### src/rtl/mdu_iter_if.sv
// mdu_iter_if
//   Request/response bundle for the iterative multiply/divide unit.
//   slave  : the unit itself (mdu_iter)
//   master : the execute-stage controller (or a testbench)
//   Signals
//     flush_i  abort any operation in flight
//     valid_i  request valid            ready_o  unit can accept a request
//     ctrl_i   {w, funct3}              op1_i / op2_i  operands
//     valid_o  result valid             ready_i  consumer accepts result
//     out_o    result                   busy_o   unit not idle
interface mdu_iter_if #(
  parameter int DATA_WIDTH = 32
);
  logic                  flush_i;
  logic                  valid_i;
  logic                  ready_o;
  logic [3:0]            ctrl_i;
  logic [DATA_WIDTH-1:0] op1_i;
  logic [DATA_WIDTH-1:0] op2_i;
  logic                  valid_o;
  logic                  ready_i;
  logic [DATA_WIDTH-1:0] out_o;
  logic                  busy_o;

  modport slave (
    input  flush_i, valid_i, ctrl_i, op1_i, op2_i, ready_i,
    output ready_o, valid_o, out_o, busy_o
  );

  modport master (
    output flush_i, valid_i, ctrl_i, op1_i, op2_i, ready_i,
    input  ready_o, valid_o, out_o, busy_o
  );
endinterface

### src/rtl/mdu_iter.sv
// mdu_iter
//   Iterative RV32M/RV64M multiply/divide unit. A radix-2 shift-add
//   multiplier and a restoring divider share one 2*DATA_WIDTH accumulator.
//   Operands are converted to magnitudes on accept; the result sign is
//   applied on the last iteration.
//   Ports
//     clk_i   system clock
//     rstn_i  asynchronous active-low reset
//     bus     mdu_iter_if.slave (request, result and flush handshakes)
module mdu_iter #(
  parameter int DATA_WIDTH = 32
) (
  input  logic      clk_i,
  input  logic      rstn_i,
  mdu_iter_if.slave bus
);
  localparam int W = DATA_WIDTH;

  if (W != 32 && W != 64) begin : g_bad_width
    $error("mdu_iter: DATA_WIDTH must be 32 or 64");
  end

  localparam logic [1:0] IDLE = 2'd0;
  localparam logic [1:0] CALC = 2'd1;
  localparam logic [1:0] DONE = 2'd2;

  localparam logic [W-1:0] LO32_MASK = W'(64'h0000_0000_FFFF_FFFF);
  localparam logic [W-1:0] MIN_W     = {1'b1, {(W-1){1'b0}}};

  logic [1:0]     state_q,  state_d;
  logic [6:0]     cnt_q,    cnt_d;
  logic [2*W-1:0] acc_q,    acc_d;
  logic [W-1:0]   b_q,      b_d;
  logic [2:0]     funct3_q, funct3_d;
  logic           word_q,   word_d;
  logic           neg_q,    neg_d;
  logic           rneg_q,   rneg_d;
  logic           short_q,  short_d;
  logic [W-1:0]   out_q,    out_d;

  // Request decode on the live inputs; only used in the accepting cycle.
  logic [2:0]   req_f3;
  logic         req_w, req_is_div, req_illegal, req_short;
  logic         req_a_signed, req_b_signed;
  logic         a_neg, b_neg, a_min, b_m1, div_zero, div_ovf;
  logic [W-1:0] a_ext, b_ext, a_mag, b_mag, div_lo, short_res;

  always_comb begin
    req_f3      = bus.ctrl_i[2:0];
    req_w       = bus.ctrl_i[3];
    req_is_div  = req_f3[2];
    req_illegal = req_w && ((W == 32) || (!req_is_div && (req_f3 != 3'b000)));

    if (req_is_div) begin
      req_a_signed = !req_f3[0];
      req_b_signed = !req_f3[0];
    end else begin
      req_a_signed = (req_f3 == 3'b001) || (req_f3 == 3'b010);
      req_b_signed = (req_f3 == 3'b001);
    end

    // Word ops see the sign-extended low half; magnitudes are then trimmed
    // back to 32 bits so the iteration works on a 32-bit quantity.
    a_ext = req_w ? W'($signed(bus.op1_i[31:0])) : bus.op1_i;
    b_ext = req_w ? W'($signed(bus.op2_i[31:0])) : bus.op2_i;
    a_neg = req_a_signed && (req_w ? bus.op1_i[31] : bus.op1_i[W-1]);
    b_neg = req_b_signed && (req_w ? bus.op2_i[31] : bus.op2_i[W-1]);
    a_mag = a_neg ? -a_ext : a_ext;
    b_mag = b_neg ? -b_ext : b_ext;
    if (req_w) begin
      a_mag = a_mag & LO32_MASK;
      b_mag = b_mag & LO32_MASK;
    end

    a_min    = req_w ? (bus.op1_i[31:0] == 32'h8000_0000) : (bus.op1_i == MIN_W);
    b_m1     = req_w ? (bus.op2_i[31:0] == 32'hFFFF_FFFF) : (&bus.op2_i);
    div_zero = req_is_div && (b_mag == '0);
    div_ovf  = req_is_div && !req_f3[0] && a_min && b_m1;
    req_short = req_illegal || div_zero || div_ovf;

    short_res = '0;
    if (req_illegal) begin
      short_res = '0;
    end else if (div_zero) begin
      short_res = req_f3[1] ? a_ext : '1;
    end else if (div_ovf) begin
      short_res = req_f3[1] ? '0 : a_ext;
    end

    // A word dividend is parked in the upper half of the quotient register
    // so its bits reach the remainder within 32 shifts.
    div_lo = req_w ? (a_mag << (W - 32)) : a_mag;
  end

  // One iteration of the shared datapath plus the final sign fix-up.
  logic [W:0]     mul_sum;
  logic [W:0]     div_diff;
  logic           div_ok;
  logic [2*W-1:0] acc_step, acc_fix;
  logic [W-1:0]   q_fix, r_fix, div_sel, res_final;

  always_comb begin
    mul_sum  = {1'b0, acc_q[2*W-1:W]} + (acc_q[0] ? {1'b0, b_q} : '0);
    div_diff = acc_q[2*W-1:W-1] - {1'b0, b_q};
    // Shifted remainder with its top bit set already exceeds any divisor.
    div_ok   = acc_q[2*W-1] || !div_diff[W];

    if (funct3_q[2]) begin
      if (div_ok) acc_step = {div_diff[W-1:0], acc_q[W-2:0], 1'b1};
      else        acc_step = {acc_q[2*W-2:0], 1'b0};
    end else begin
      acc_step = {mul_sum, acc_q[W-1:1]};
    end

    acc_fix = neg_q  ? -acc_step : acc_step;
    q_fix   = neg_q  ? -acc_step[W-1:0]   : acc_step[W-1:0];
    r_fix   = rneg_q ? -acc_step[2*W-1:W] : acc_step[2*W-1:W];
    div_sel = funct3_q[1] ? r_fix : q_fix;

    // A word product ends up scaled by 2^32, so its low word is [63:32].
    if (funct3_q[2]) begin
      res_final = word_q ? W'($signed(div_sel[31:0])) : div_sel;
    end else if (word_q) begin
      res_final = W'($signed(acc_fix[63:32]));
    end else if (funct3_q == 3'b000) begin
      res_final = acc_fix[W-1:0];
    end else begin
      res_final = acc_fix[2*W-1:W];
    end
  end

  always_comb begin
    state_d  = state_q;
    cnt_d    = cnt_q;
    acc_d    = acc_q;
    b_d      = b_q;
    funct3_d = funct3_q;
    word_d   = word_q;
    neg_d    = neg_q;
    rneg_d   = rneg_q;
    short_d  = short_q;
    out_d    = out_q;

    if (bus.flush_i) begin
      state_d = IDLE;
    end else begin
      case (state_q)
        IDLE: begin
          if (bus.valid_i) begin
            funct3_d = req_f3;
            word_d   = req_w;
            neg_d    = a_neg ^ b_neg;
            rneg_d   = a_neg;
            short_d  = req_short;
            b_d      = req_is_div ? b_mag : a_mag;
            // Short-path result waits in the accumulator for one CALC cycle
            // so out_o only changes on entry to DONE.
            if (req_short)       acc_d = {{W{1'b0}}, short_res};
            else if (req_is_div) acc_d = {{W{1'b0}}, div_lo};
            else                 acc_d = {{W{1'b0}}, b_mag};
            if (req_short)                  cnt_d = 7'd1;
            else if (req_w || (W == 32))    cnt_d = 7'd32;
            else                            cnt_d = 7'd64;
            state_d = CALC;
          end
        end
        CALC: begin
          if (short_q) begin
            out_d = acc_q[W-1:0];
          end else begin
            acc_d = acc_step;
            if (cnt_q == 7'd1) out_d = res_final;
          end
          cnt_d = cnt_q - 7'd1;
          if (cnt_q == 7'd1) state_d = DONE;
        end
        DONE: begin
          if (bus.ready_i) state_d = IDLE;
        end
        default: state_d = IDLE;
      endcase
    end
  end

  always_ff @(posedge clk_i or negedge rstn_i) begin
    if (!rstn_i) begin
      state_q  <= IDLE;
      cnt_q    <= '0;
      acc_q    <= '0;
      b_q      <= '0;
      funct3_q <= '0;
      word_q   <= 1'b0;
      neg_q    <= 1'b0;
      rneg_q   <= 1'b0;
      short_q  <= 1'b0;
      out_q    <= '0;
    end else begin
      state_q  <= state_d;
      cnt_q    <= cnt_d;
      acc_q    <= acc_d;
      b_q      <= b_d;
      funct3_q <= funct3_d;
      word_q   <= word_d;
      neg_q    <= neg_d;
      rneg_q   <= rneg_d;
      short_q  <= short_d;
      out_q    <= out_d;
    end
  end

  assign bus.ready_o = (state_q == IDLE);
  assign bus.valid_o = (state_q == DONE);
  assign bus.busy_o  = (state_q != IDLE);
  assign bus.out_o   = out_q;
endmodule

### src/flat_wrapper.sv
// flat-port wrapper written by rule: the top's interface ports become plain ports
module mdu_iter_flat 
#(
  parameter int DATA_WIDTH = 32
)
  (clk_i, rstn_i, bus_flush_i, bus_valid_i, bus_ctrl_i, bus_op1_i, bus_op2_i, bus_ready_i, bus_ready_o, bus_valid_o, bus_out_o, bus_busy_o);
  mdu_iter_if #(.DATA_WIDTH(DATA_WIDTH)) bus_i ();
  input  logic clk_i;
  input  logic rstn_i;
  input wire logic [$bits(bus_i.flush_i)-1:0] bus_flush_i;
  input wire logic [$bits(bus_i.valid_i)-1:0] bus_valid_i;
  input wire logic [$bits(bus_i.ctrl_i)-1:0] bus_ctrl_i;
  input wire logic [$bits(bus_i.op1_i)-1:0] bus_op1_i;
  input wire logic [$bits(bus_i.op2_i)-1:0] bus_op2_i;
  input wire logic [$bits(bus_i.ready_i)-1:0] bus_ready_i;
  output wire logic [$bits(bus_i.ready_o)-1:0] bus_ready_o;
  output wire logic [$bits(bus_i.valid_o)-1:0] bus_valid_o;
  output wire logic [$bits(bus_i.out_o)-1:0] bus_out_o;
  output wire logic [$bits(bus_i.busy_o)-1:0] bus_busy_o;
  assign bus_i.flush_i = bus_flush_i;
  assign bus_i.valid_i = bus_valid_i;
  assign bus_i.ctrl_i = bus_ctrl_i;
  assign bus_i.op1_i = bus_op1_i;
  assign bus_i.op2_i = bus_op2_i;
  assign bus_i.ready_i = bus_ready_i;
  assign bus_ready_o = bus_i.ready_o;
  assign bus_valid_o = bus_i.valid_o;
  assign bus_out_o = bus_i.out_o;
  assign bus_busy_o = bus_i.busy_o;
  mdu_iter #(.DATA_WIDTH(DATA_WIDTH)) u_core (.clk_i(clk_i), .rstn_i(rstn_i), .bus(bus_i));
endmodule
### config.mk
export PLATFORM = sky130hd
export DESIGN_NAME = mdu_iter_flat
export DESIGN_NICKNAME = d
export VERILOG_FILES = /design/src/rtl/mdu_iter_if.sv /design/src/rtl/mdu_iter.sv /design/src/flat_wrapper.sv
export SDC_FILE = /design/constraint.sdc
export NUM_CORES = 1
export LEC_CHECK = 0
export CAP_MARGIN = 20
export CORE_MARGIN = 2
export CORE_UTILIZATION = 60
export DETAILED_ROUTE_END_ITERATION = 7
export HOLD_SLACK_MARGIN = 0.02
export PLACE_DENSITY_LB_ADDON = 0.1
export SLEW_MARGIN = 30
export SYNTH_ARGS = -nofsm -noshare
export SYNTH_HDL_FRONTEND = slang
export SYNTH_SLANG_ARGS = --single-unit
### constraint.sdc
create_clock -name clk_i -period 12.95 [get_ports clk_i]
set_input_delay 1.9425 -clock clk_i [delete_from_list [all_inputs] [get_ports clk_i]]
set_output_delay 1.9425 -clock clk_i [all_outputs]
set_load 0.02 [all_outputs]
==> After elaboration in Yosys (flattened, before gate mapping) <==
Cells that the tools add are included.
{ "totals": {"register_bits": 144, "input_bits": 73} }
{ "classes": {"n_addsub": 8, "n_eq_ne": 12, "mux": 36, "bitwise": 2, "reduce_logical": 24} }
{ "ops": {"columns": ["operator", "n"], "rows": [
  ["$mux 32", 18],
  ["$mux 64", 6],
  ["$neg 32->32", 4],
  ["$pmux 64 s2", 1],
  ["$eq 32x32->1 const B", 2],
  ["$neg 64->64", 1],
  ["$add 32x33->33", 1],
  ["$sub 33x32->33", 1],
  ["$logic_not 32->1", 1],
  ["$reduce_and 32->1", 1],
  ["$pmux 7 s2", 1],
  ["$reduce_and 3->1", 4],
  ["$mux 2", 4],
  ["$eq 7x1->1 const B", 1],
  ["$mux 7", 1],
  ["$sub 7x1->7 const B", 1],
  ["$logic_and 1x1->1", 6],
  ["$mux 6", 1],
  ["$ne 3x3->1 const B", 2],
  ["$pmux 2 s3", 1],
  ["$reduce_bool 2->1", 3],
  ["$logic_or 1x1->1", 4],
  ["$ne 2x2->1 const B", 2],
  ["$reduce_and 4->1", 1],
  ["other kinds (11)", 14]
]} }

==> Longest topological paths before layout <==
{ "depth": {"word_depth": 12, "ltp_mapped": 25} }

==> Least setup slack after synthesis <==
OpenSTA, ideal clock, no wires.
{ "synth_path": {"path_type": "input to register", "start": "input port bus_op2_i[14]", "end": "register u_core.acc_q[19]", "setup_ns": 0.131, "arrival_ns": 5.244, "required_ns": 12.819, "setup_slack_ns": 7.575, "stages": 14, "path_buffers": 2, "path_cell_list": "clkbuf_1 -> or4_1 -> nor4_2 -> and2_1 -> a21oi_1 -> xnor2_1 -> nand2b_1 -> or4_1 -> or4_4 -> nand2b_2 -> nor3_2 -> buf_6 -> a221oi_2 -> o21ai_1"} }
{ "synth_via": {"elab_chain_cells": 9} }
{ "synth_rtl": {"columns": ["item", "line_no", "text"], "rows": [
  ["start: declaration", "flat_wrapper.sv:14", "input wire logic [$bits(bus_i.op2_i)-1:0] bus_op2_i;"],
  ["$neg 32->32 (tied with other cells)", "mdu_iter.sv:69", "b_mag = b_neg ? -b_ext : b_ext;"],
  ["$mux 32 / $mux 1 (equally long branches)", "mdu_iter.sv:69, mdu_iter.sv:76", null],
  ["$logic_not 32->1 / $logic_and 1x1->1 (equally long branches)", "mdu_iter.sv:77, mdu_iter.sv:78", null],
  ["$logic_and 1x1->1 / $mux 32 (equally long branches)", "mdu_iter.sv:77, mdu_iter.sv:86", null],
  ["$mux 32 / $logic_or 1x1->1 (equally long branches)", "mdu_iter.sv:84, mdu_iter.sv:79", null],
  ["$mux 32 / $logic_or 1x1->1 (equally long branches)", "mdu_iter.sv:82, mdu_iter.sv:79", null],
  ["$mux 64 *", "mdu_iter.sv:158", "if (req_short) acc_d = {{W{1'b0}}, short_res};"],
  ["$mux 64 *", "mdu_iter.sv:149", "if (bus.valid_i) begin"],
  ["$pmux 64 s2 *", "mdu_iter.sv:147", "case (state_q)"],
  ["end signal: assignment", "mdu_iter.sv:189", "acc_q <= '0;"],
  ["end signal: assignment", "mdu_iter.sv:200", "acc_q <= acc_d;"],
  ["end: declaration", "mdu_iter.sv:32", "logic [2*W-1:0] acc_q, acc_d;"]
]} }
Mark *: on every way between the ends. The rest lies on a longest branch, timed or not. The select of a mux whose other input is x is not followed.
A chain may end at the register's enable or synchronous reset.

==> Worst setup path after layout <==
{ "layout_path": {"start": "register u_core.acc_q[44]", "end": "register u_core.out_q[4] (netlist: u_core.bus.out_o[4])"} }
{ "layout_via": {"elab_chain_cells": 12} }
{ "layout_rtl": {"columns": ["item", "line_no", "text"], "rows": [
  ["$sub 33x32->33 *", "mdu_iter.sv:104", "div_diff = acc_q[2*W-1:W-1] - {1'b0, b_q};"],
  ["$logic_not 1->1 *", "mdu_iter.sv:106", "div_ok = acc_q[2*W-1] || !div_diff[W];"],
  ["$logic_or 1x1->1 *", "mdu_iter.sv:106", null],
  ["$mux 64 *", "mdu_iter.sv:109", "if (div_ok) acc_step = {div_diff[W-1:0], acc_q[W-2:0], 1'b1};"],
  ["$mux 64 *", "mdu_iter.sv:108", "if (funct3_q[2]) begin"],
  ["$neg 64->64", "mdu_iter.sv:115", "acc_fix = neg_q ? -acc_step : acc_step;"],
  ["$mux 64", "mdu_iter.sv:115", null],
  ["$mux 32", "mdu_iter.sv:125", "end else if (funct3_q == 3'b000) begin"],
  ["$mux 32", "mdu_iter.sv:123", "end else if (word_q) begin"],
  ["$mux 32 *", "mdu_iter.sv:121", "if (funct3_q[2]) begin"],
  ["$mux 32 *", "mdu_iter.sv:172", "if (cnt_q == 7'd1) out_d = res_final;"],
  ["$mux 32 *", "mdu_iter.sv:168", "if (short_q) begin"],
  ["end signal: assignment", "mdu_iter.sv:207", "out_q <= out_d;"],
  ["end: declaration", "mdu_iter.sv:39", "logic [W-1:0] out_q, out_d;"]
]} }
Marks and branches as above.

==> flow_summary.ini <==
[synthesis]
netlist_top_cells_area = dfrtp_1 (21%), o21ai_0 (6.7%), xnor2_1 (6.1%), nand2_1 (6.1%), ha_1 (5.3%)
synth.top_cell.area_share_pct = 21.1
synth_nets = 2472
synthCells = 2325
synth_compound_area_share_pct = 30.2
synth.avg_cell_area_um2 = 7.35
syn_area_um2 = 17100
synth-xor-area-share_pct = 10.3
ys_types = 106
synth_edf_count = 0
synth-adder-area-share_pct = 5.50
synthSimpleGateAreaFrac_pct = 24.6
synthMuxAreaShare_pct = 2.99
synth.yosys.seq_area_share_pct = 21.1
synth_top_family_by_area = compound AO/OA/AOI/OAI gates
synth-warning-count = 0
yosys.area.top_type = dfrtp_1
synth-main-ff-cell = dfrtp_1
synth-seq-cells = 144
ys_async_sr_fraction_pct = 100

[place]
dp_slack_ps = 6310
io_buffers = 107
globalplace.congestion = 1.08
dp_hpwl_mm = 53.9

[setup_path]
r2r-start = u_core.acc_q[44]
critPathArrivalTime_ps = 6850
setup.worst_path.start = u_core.acc_q[44]
path_max_fanout = 9
cp-start-kind = flop
criticalPathCategory = flop to flop
cp-end-kind = flop
critPathRequiredTime_ps = 13320

[routing]
drc = 0
via_per_inst = 7.22
first_iter_violations = 3407
dr.pass1.iters = 7
antenna_left = 0
vias = 19700
wl_per_cell_um = 26.0
drt-total-wl_mm = 70.9

[floorplan]
initial_utilization_pct = 61.2
core_area_um2 = 27900
die_w_um = 173
std_cell_rows = 61
ios = 108
die_area_um2 = 29900
fp.dieH_um = 173

[grt]
grtUsageTotal_pct = 46.3
grt-ovfl-total = 0
antenna_found_initial = 1
grt_pass1_vias = 18100
grt_start_max_net_pins = 79
grt_pass1_wl_mm = 108

[sta]
drv_slew = 0
fmax_ghz = 0.154
fin_worst_skew_ps = 18.6
fin_crit_sh_pct = 50.1
min_period_ps = 6490
hold_viol = 0
rsz0062_at_grt = false
worstMarginPinSlew_ps = 1000
slew_headroom_pct = 31.3
tns_ps = 0
finalWorstSetupSlack_ps = 6460
setup_viol = 0

[layout]
syn_to_final_growth_pct = 10.9
fin_nets = 2480
drive_gt1_share_pct = 6.27
antenna_cells = 0

[clocking]
clock-sinks = 144
insertion_delay_ps = 460
clock-root-buffer = clkbuf_16
cts_tree = yes
holdBufCountCts = 0
cts_max_level = 4
cts_setup_buffers = 0
cts_buffers = 17
post_cts_resized = 0
cts_buffer_depth = 2
path_clk_slew_ps = 80

[min_path]
min_path_type = flop to flop
hp-start = u_core.bus.out_o[17]

[run]
max_cap_viol_count = 0

[power_and_ir_drop]
power.density_nw_per_um2 = 204
ir_drop_v = 0.000132
leakage_nw = 7.61

[status]
outcome = completed
## power by group
part,switching [mW],total (mW),leakage [nW],internal (mW)
logic,1.61,2.49,5.49,0.887
clock network,0.235,0.567,0.313,0.332
registers,0.213,0.802,1.81,0.589
## path summary, 6_finish.rpt
check,cells after the start,endpoint,slack (ps)
setup reg to reg,21,u_core.bus.out_o[4],6460
setup / recovery,21,u_core.bus.out_o[4],6460
max in group asynchronous,2,u_core.funct3_q[2],10220
hold reg to reg,2,u_core.bus.out_o[17],500
hold / removal,2,u_core.bus.out_o[17],500
min in group asynchronous,1,u_core.b_q[17],1560
## layer usage
metal / global-route usage [%] / wire (µm)
met2: 70.2 / 29900
met5: 0 / 0
met3: 10.3 / 8890
met1: 59.4 / 26200
met4: 30.3 / 5870
## area by class of cell
| type | count | area (µm²) |
|---|---|---|
| clock buffers | 18 | 439 |
| clock inverters | 14 | 205 |
| fillers | 2480 | 8980 |
| inverters | 79 | 297 |
| multi-input cells | 1958 | 12700 |
| flip-flops and latches | 144 | 3610 |
| well taps | 378 | 473 |
| repair buffers | 133 | 1270 |
## stage by stage
| step | cell area, µm² | std cells | total power, mW | hold WS [ps] | utilization [%] |
|---|---|---|---|---|---|
| 2_1_floorplan | 17100 | 2325 | 2.37 | 460 | - |
| 3_3_place_gp | 18300 | 2691 | 3.10 | 465 | 65.4 |
| 3_5_place_dp | 18300 | 2691 | 3.16 | 486 | 65.5 |
| 4_1_cts | 18900 | 2723 | 3.73 | 502 | 67.8 |
| 5_1_grt | 19000 | 2724 | 4.02 | 533 | 67.8 |
| 6_report | 19000 | 2724 | 3.86 | 499 | 67.8 |
## cells in the mapped netlist (all sizes together), types with 7 or more instances
library cell and count:
clkbuf 98, and2 47, nor2b 7, nor2 212, or3 28, buf 46, or4 19, nand3 35
o2111ai 15, o31ai 24, and4 9, a31oi 38, a211o 13, a22oi 9, o211ai 45, dfrtp 144
mux2 8, o221ai 11, nand2b 27, a211oi 15, and3 21, xor2 80, nand4 39, ha 72
nand2 278, nand3b 7, mux2i 42, or2 11, o41ai 12, o21a 26, xnor2 120, a22o 16
a311oi 7, o21ai 248, a221oi 15, nor4 25, a41oi 10, o22ai 14, a21oi 165, nor3 71
a21o 28, inv 78
## worst max-delay path: stages (launching register included)
cell and delay [ps]:
dfrtp_1 440, ha_1 410, a21oi_1 290, o21ai_0 200
a2bb2oi_2 330, and2_1 250, nand3_1 130, o21ai_1 370
nor2_1 250, inv_1 160, ha_1 200, o211ai_1 130
or4_1 580, or4_1 520, or3_1 430, or2_0 480
o21ai_0 320, xnor2_1 150, a21oi_1 80, a211oi_1 310
a21oi_1 120, o21ai_0 210
## layout by cell type, fill, tap and decap left out, types with 36 or more instances in the layout
cell type        count
a21oi_1            163
a31oi_1             36
and2_1              46
clkdlybuf4s50_1    105
dfrtp_1            142
ha_1                72
inv_1               78
mux2i_1             42
nand2_1            277
nand4_1             39
nor2_1             211
nor3_1              68
o21ai_0            227
xnor2_1            119
xor2_1              80
## kinds of logic (layout without fill, tap and decap cells)
family	after synthesis	count (layout)
compound gates	776	776
mux	50	50
fa+ha+maj	74	74
flops	144	144
simple gates	858	858
buf+inv	223	244
xor+xnor	200	200
## registers in the layout (all words and copies together) (netlist names)
signal	flops
u_core.funct3_q	3
u_core.state_q	2
u_core.rneg_q	1
u_core.acc_q	64
u_core.neg_q	1
u_core.short_q	1
u_core.b_q	32
u_core.word_q	1
u_core.bus.out_o	32
u_core.cnt_q	7
Note: power is estimated with default switching activity, not from simulation.
